<file path="config.mk">
export PLATFORM = sky130hd
export DESIGN_NAME = lfsr_gen
export DESIGN_NICKNAME = d
export VERILOG_FILES = /design/src/rtl/lfsr_gen.sv
export SDC_FILE = /design/constraint.sdc
export NUM_CORES = 1
export LEC_CHECK = 0
export ABC_AREA = 1
export CAP_MARGIN = 20
export CORE_MARGIN = 4
export CORE_UTILIZATION = 54
export CTS_CLUSTER_SIZE = 14
export DETAILED_ROUTE_END_ITERATION = 6
export PLACE_DENSITY = 0.9
export SYNTH_ARGS = -nofsm -noshare
export SYNTH_HDL_FRONTEND = slang
export SYNTH_SLANG_ARGS = --single-unit
</file>
<file path="constraint.sdc">
create_clock -name clk -period 3.1 [get_ports clk]
set_clock_uncertainty 0.1 [all_clocks]
set_input_delay 0.93 -clock clk [delete_from_list [all_inputs] [get_ports clk]]
set_output_delay 0.93 -clock clk [all_outputs]
set_load 0.03 [all_outputs]
</file>
<file path="src/rtl/lfsr_gen.sv">
// Parametrised Fibonacci/Galois LFSR with seed load, step enable, all-zero
// lockup flag and automatic measurement of the sequence period.
module lfsr_gen #(
  parameter int              WIDTH = 5,
  parameter logic [WIDTH-1:0] TAPS = 5'b10100,
  parameter int              MODE  = 0
) (
  input  logic             clk,
  input  logic             rst,
  input  logic [WIDTH-1:0] seed,
  input  logic             load,
  input  logic             en,
  output logic [WIDTH-1:0] data,
  output logic             valid,
  output logic             lockup,
  output logic             wrap,
  output logic [WIDTH-1:0] period,
  output logic             period_valid
);

  localparam logic [WIDTH-1:0] ONE = {{(WIDTH-1){1'b0}}, 1'b1};

  logic [WIDTH-1:0] r_data;
  logic [WIDTH-1:0] r_seed;
  logic [WIDTH-1:0] r_count;
  logic [WIDTH-1:0] r_period;
  logic             r_valid;
  logic             r_lockup;
  logic             r_wrap;
  logic             r_period_valid;

  logic [WIDTH-1:0] w_next;
  logic             w_fb;
  logic             w_step;
  logic             w_return;

  function automatic logic [WIDTH-1:0] sat_inc(input logic [WIDTH-1:0] v);
    return (&v) ? v : v + ONE;
  endfunction

  always_comb begin
    w_fb = ^(r_data & TAPS);
    if (MODE == 0)
      w_next = {r_data[WIDTH-2:0], w_fb};
    else
      w_next = {r_data[WIDTH-2:0], 1'b0} ^ ({WIDTH{r_data[WIDTH-1]}} & TAPS);
  end

  // A zero load leaves valid low, so lockup blocks stepping without extra logic.
  assign w_step   = en && r_valid;
  assign w_return = (w_next == r_seed);

  // State, step count and period measurement
  always_ff @(posedge clk) begin
    if (rst) begin
      r_data         <= '0;
      r_seed         <= '0;
      r_count        <= '0;
      r_period       <= '0;
      r_valid        <= 1'b0;
      r_lockup       <= 1'b0;
      r_wrap         <= 1'b0;
      r_period_valid <= 1'b0;
    end else if (load) begin
      r_data         <= seed;
      r_seed         <= seed;
      r_count        <= '0;
      r_period       <= '0;
      r_valid        <= |seed;
      r_lockup       <= ~|seed;
      r_wrap         <= 1'b0;
      r_period_valid <= 1'b0;
    end else if (w_step) begin
      r_data <= w_next;
      if (w_return) begin
        r_wrap         <= 1'b1;
        r_period       <= sat_inc(r_count);
        r_period_valid <= 1'b1;
        r_count        <= '0;
      end else begin
        r_wrap  <= 1'b0;
        r_count <= sat_inc(r_count);
      end
    end else begin
      r_wrap <= 1'b0;
    end
  end

  assign data         = r_data;
  assign valid        = r_valid;
  assign lockup       = r_lockup;
  assign wrap         = r_wrap;
  assign period       = r_period;
  assign period_valid = r_period_valid;

endmodule
</file>
==> results of run 1 <==
## where the power goes
group | switching (W) | total, W | internal (W)
combinational | 0.0000736 | 0.000117 | 0.0000435
sequential | 0.00000948 | 0.000329 | 0.000319
clock | 0.0000880 | 0.000133 | 0.0000453
total | 0.000171 | 0.000579 | 0.000408
## final cells by class
class | count | area [sq um]
fillers | 168 | 589
flip-flops and latches | 24 | 480
repair buffers | 22 | 220
multi-input cells | 117 | 586
inverters | 24 | 90.1
clock buffers | 3 | 22.5
well taps | 27 | 33.8
## per-stage QoR
step / instances / hold WS (ns) / instance area [sq um] / utilization, % / total power [W]
final: 217 / 0.385 / 1430 / 70.9 / 0.000579
after floorplan: 169 / 0.346 / 1170 / - / 0.000414
after global routing: 217 / 0.413 / 1430 / 70.9 / 0.000606
after detailed placement: 214 / 0.367 / 1410 / 69.7 / 0.000452
after CTS: 217 / 0.386 / 1430 / 70.9 / 0.000580
after global placement: 214 / 0.358 / 1410 / 69.7 / 0.000447
## sequential cells by signal (all words and copies together) (netlist names)
register and cells:
r_count 5, r_seed 5, data 5, valid 1, period 5, lockup 1
wrap 1, period_valid 1
## worst max path at each step
stage                  to  slack (ns)  cells past startpoint
2_1_floorplan  r_count[0]        1.27                      5
3_3_place_gp   r_count[4]        0.62                      4
3_5_place_dp   r_count[4]        0.54                      4
4_1_cts           data[0]        0.61                      1
5_1_grt           data[3]        0.56                      1
6_report          data[0]        0.62                      1
## layout by cell type, fill, tap and decap left out, types with 3 or more instances in the layout
cell type / instances
inv_1: 23
a21oi_1: 6
a31oi_1: 4
clkbuf_4: 3
dfxtp_1: 24
nand2_2: 6
clkdlybuf4s50_1: 22
o22ai_1: 4
nand3_1: 14
nand2_1: 46
o21ai_0: 5
nor2_1: 19
## routing by layer
layer	vias to the layer above	global-route usage [%]	part of all wire, %
met4	0	10.4	1.7
met1	525	22.0	41
met3	6	4.90	5.5
li1	584	-	-
met5	-	0	0
met2	40	37.2	51
## cell families (layout without fill, tap and decap cells)
kind of cell | Yosys count | count (layout) | synth area share [%]
compound gates | 21 | 21 | 10.3
buf+inv | 28 | 49 | 9.26
flops | 24 | 24 | 40.9
fa+ha+maj | 1 | 1 | 1.06
simple gates | 95 | 95 | 38.4
==> results.cfg, run 1 <==
[yosys]
synth.most_common_cell = nand2_1
netlist.area_leader.share_pct = 40.9
synth_edf_count = 0
synth_cell_types = 24
synth_seq_cells = 24
netlist_top_cells_area = dfxtp_1 41%, nand2_1 15%, inv_1 7.3%, nor2_1 6.1%, nand3_1 6.0%
syn_inst = 169
synth_ff_type = dfxtp_1
async_flop_share_pct = 0
synth_common_cells = 46 x nand2_1, 24 x dfxtp_1, 23 x inv_1
yosysTopAreaCell = dfxtp_1
ys_seq_area_share_pct = 40.9
synth_area_sq_mm = 0.00117
ys_warn_count = 0
syn-num-nets = 179
avgSynthCellArea_sq_um = 6.95

[setup_path]
slowest_delay_ns = 0.71
reg2reg_from = r_count[0]
cp.arrival_ns = 1.45
cp-startpoint = data[0]
cp.required_ns = 2.07
reg2reg_depth = 8
slowest_stage = clkdlybuf4s50_1
cp-start-kind = flip-flop
cp-end-kind = output pin
r2r_slack_ns = 1.52
rr_endpoint = period[1]
crit_type = flip-flop to output pin
cp_max_fo = 5
crit_family = buffers and inverters
crit_buf_inv = 1
worstPathCellList = clkdlybuf4s50_1

[grt]
grt_pass1_wl_um = 4480
globalRouteOverflowTotal = 0
grt_pass1_vias = 1094
antenna_found_initial = 0
grt_max_degree = 13
grt_usage_pct = 20.6

[routing]
vias = 1155
drtIter0Drc = 42
postRouteAntennaNets = 0
dr.pass1.iters = 4
drcViolationCount = 0
routed_via_density = 5.32
wirelength_um = 2740
post_drt_wl_per_cell_um = 12.6

[timing]
slew_headroom_pct = 73.9
setup_tns_ns = 0
finalSetupViolCount = 0
rsz0062_at_grt = false
fin_crit_sh_pct = 80.0
fin_crit_ns = 2.48
clock.fmax_mhz = 403
setup_ws_ns = 0.619
tightest_slew_ns = 0.388
maxSlewViolCount = 0
hold_viol = 0

[floorplanning]
die_area_sq_mm = 0.00299
initial_core_util_pct = 58.1
fp.coreArea_sq_mm = 0.00202
die-height_um = 54.6
die_w_um = 54.6
rows = 16
num_io_pins = 23

[clock_tree]
post_cts_resized = 0
clockRootBuffer = clkbuf_4
clock_latency_ns = 0.30
cts.sinks = 24
clockBufferDepth = 2
post-cts-setup-buffer-count = 0
numCtsBuffers = 3
holdBufCountCts = 0
htreeDepth = 1
clk_pin_slew_ns = 0.13
cts_tree = yes

[power]
p_per_area_mw_per_mm2 = 404
power.leakage_nw = 0.588
ir_drop_v = 0.000336

[hold_path]
hold_end = r_seed[2]
hold_start = r_seed[2]
holdCritPathClass = flip-flop to flip-flop
worstHoldPathCells = 2

[finish]
area_delta_synth_final_pct = 21.9
finalNetCount = 202
antenna_cells = 0
drive_above_1_share_pct = 8.42

[placed_design]
hpwl_um = 2170
gp_congestion = 0.910
portBuffers = 22
place_ws_ns = 0.540

[run]
maxCapViolations = 0

[run_status]
status = finished, final reports clean
Note: power is estimated with default switching activity, not from simulation.
==> inputs of run 2 (changes only) <==
--- a/config.mk
+++ b/config.mk
@@ -8,10 +8,10 @@
 export ABC_AREA = 1
 export CAP_MARGIN = 20
 export CORE_MARGIN = 4
-export CORE_UTILIZATION = 54
+export CORE_UTILIZATION = 50
 export CTS_CLUSTER_SIZE = 14
 export DETAILED_ROUTE_END_ITERATION = 6
-export PLACE_DENSITY = 0.9
+export PLACE_DENSITY = 0.85
 export SYNTH_ARGS = -nofsm -noshare
 export SYNTH_HDL_FRONTEND = slang
 export SYNTH_SLANG_ARGS = --single-unit
==> constraint.sdc (replaced) <==
create_clock -name clk -period 2.3 [get_ports clk]
set_clock_uncertainty 0.1 [all_clocks]
set_input_delay 0.69 -clock clk [delete_from_list [all_inputs] [get_ports clk]]
set_output_delay 0.69 -clock clk [all_outputs]
set_load 0.03 [all_outputs]
==> run 2 against run 1 <==
Compared with the run above:
- routed wire length is 1.3% lower
- critical endpoint is now data[4]
- utilization is 4.0 points lower
- global-route usage is 3.9 points lower
- first-iteration DRC count is 21% lower
==> results.cfg, run 2 (synthesized netlist as in run 1, its figures left out) <==
[timing]
fin_crit_sh_pct = 96.4
slew_headroom_pct = 75.9
fin_crit_ns = 2.22
rsz0062_at_grt = false
setup_tns_ns = 0
finalSetupViolCount = 0
tightest_slew_ns = 0.358
hold_viol = 0
clock.fmax_mhz = 451
maxSlewViolCount = 0

[grt]
antenna_found_initial = 0
grt_max_degree = 15
grt_pass1_vias = 1059
grt_usage_pct = 16.7
globalRouteOverflowTotal = 0
grt_pass1_wl_um = 4280

[power]
ir_drop_v = 0.000472
p_total_w = 0.000912
power.leakage_nw = 0.662
p_per_area_mw_per_mm2 = 611

[run]
maxCapViolations = 0

[floorplanning]
num_io_pins = 23
fp.coreArea_sq_mm = 0.00223
die_w_um = 56.5
initial_core_util_pct = 52.6
die-height_um = 56.5
rows = 17
die_area_sq_mm = 0.00319

[hold_path]
holdCritPathClass = flip-flop to flip-flop
hold_start = period_valid

[finish]
drive_above_1_share_pct = 10.3
fin_area_sq_mm = 0.00149
mostFrequentLayoutCells = 46 x nand2_1, 24 x dfxtp_1, 23 x inv_1, 19 x nor2_1, 19 x clkdlybuf4s50_1
final_common_cell = nand2_1
area_delta_synth_final_pct = 27.2
finalNetCount = 205
antenna_cells = 0

[setup_path]
cp.arrival_ns = 1.43
slowest_delay_ns = 0.69
worstPathCellList = clkdlybuf4s50_1
cp.required_ns = 1.51
reg2reg_from = r_count[0]
cp-start-kind = flip-flop
crit_buf_inv = 1
cp-end-kind = output pin
cp-startpoint = data[4]
crit_family = buffers and inverters
slowest_stage = clkdlybuf4s50_1
cp_max_fo = 4
crit_type = flip-flop to output pin

[placed_design]
hpwl_um = 2000
gp_congestion = 0.885
placedInstanceArea_sq_mm = 0.00143
portBuffers = 22

[clock_tree]
cts_tree = yes
cts.sinks = 24
clock_latency_ns = 0.32
numCtsBuffers = 3
clockRootBuffer = clkbuf_4
clockBufferDepth = 2
htreeDepth = 1
holdBufCountCts = 0
clk_pin_slew_ns = 0.14

[routing]
vias = 1184
wirelength_um = 2710
postRouteAntennaNets = 0
dr.pass1.iters = 4
drtIter0Drc = 33
drcViolationCount = 0
post_drt_wl_per_cell_um = 12.2
routed_via_density = 5.33

[run_status]
status = finished, final reports clean
-- run 2: cell types whose count changed in the layout (fill, tap and decap cells not counted), sizes merged --
cell	delta
buf	+3
bufinv	+1
clkdlybuf4s50	-3
dlymetal6s2s	+3
-- run 2: final timing paths --
| path | cells after the start | end | slack (ns) |
|---|---|---|---|
| max | 1 | data[4] | 0.08 |
| min reg2reg | 2 | period_valid | 0.39 |
| min | 2 | period_valid | 0.39 |
| max reg2reg | 9 | r_count[0] | 0.71 |
-- run 2: repair_timing --
action | CTS | global route
endpoints found under the hold margin | 0 | 0
buffers inserted | 0 | 0
resized for setup | 0 | 3
setup endpoints to repair | 0 | 3
-- run 2: stage by stage --
step | worst slack, ns | std cells | hold slack [ns] | utilization, %
5_1_grt | 0.0420 | 222 | 0.420 | 66.9
3_3_place_gp | 0.190 | 218 | 0.358 | 64.2
2_1_floorplan | 0.708 | 169 | 0.346 | -
6_report | 0.0828 | 222 | 0.391 | 66.9
3_5_place_dp | 0.178 | 218 | 0.362 | 64.2
4_1_cts | 0.00744 | 222 | 0.388 | 66.6
-- run 2: cell type report --
type                    instances  area [sq um]
clock buffers                   3          22.5
clock inverters                 1          30.0
fillers                       192           739
inverters                      24          90.1
multi-input cells             117           586
flip-flops and latches         24           480
well taps                      28          35.0
repair buffers                 25           250
-- run 2: where the power goes --
part	switching, W	internal [W]	total [W]	leakage (nW)
clock	0.000133	0.000176	0.000309	0.0279
sequential	0.0000130	0.000430	0.000443	0.196
combinational	0.0000985	0.0000614	0.000160	0.439
total	0.000244	0.000668	0.000912	0.662
-- run 2: metal layers --
layer / track usage [%] / vias to the layer above / wire length, um
li1: - / 590 / -
met1: 18.7 / 519 / 1110
met2: 29.0 / 64 / 1320
met3: 2.99 / 11 / 208
met4: 10.2 / 0 / 67
met5: 0 / - / 0
==> inputs of run 3 (changes only) <==
--- a/config.mk
+++ b/config.mk
@@ -12,6 +12,7 @@
 export CTS_CLUSTER_SIZE = 14
 export DETAILED_ROUTE_END_ITERATION = 6
 export PLACE_DENSITY = 0.85
+export SKIP_LAST_GASP = 1
 export SYNTH_ARGS = -nofsm -noshare
 export SYNTH_HDL_FRONTEND = slang
 export SYNTH_SLANG_ARGS = --single-unit
==> results of run 3 <==
Final layout, timing and power as in run 2 (identical DEF).
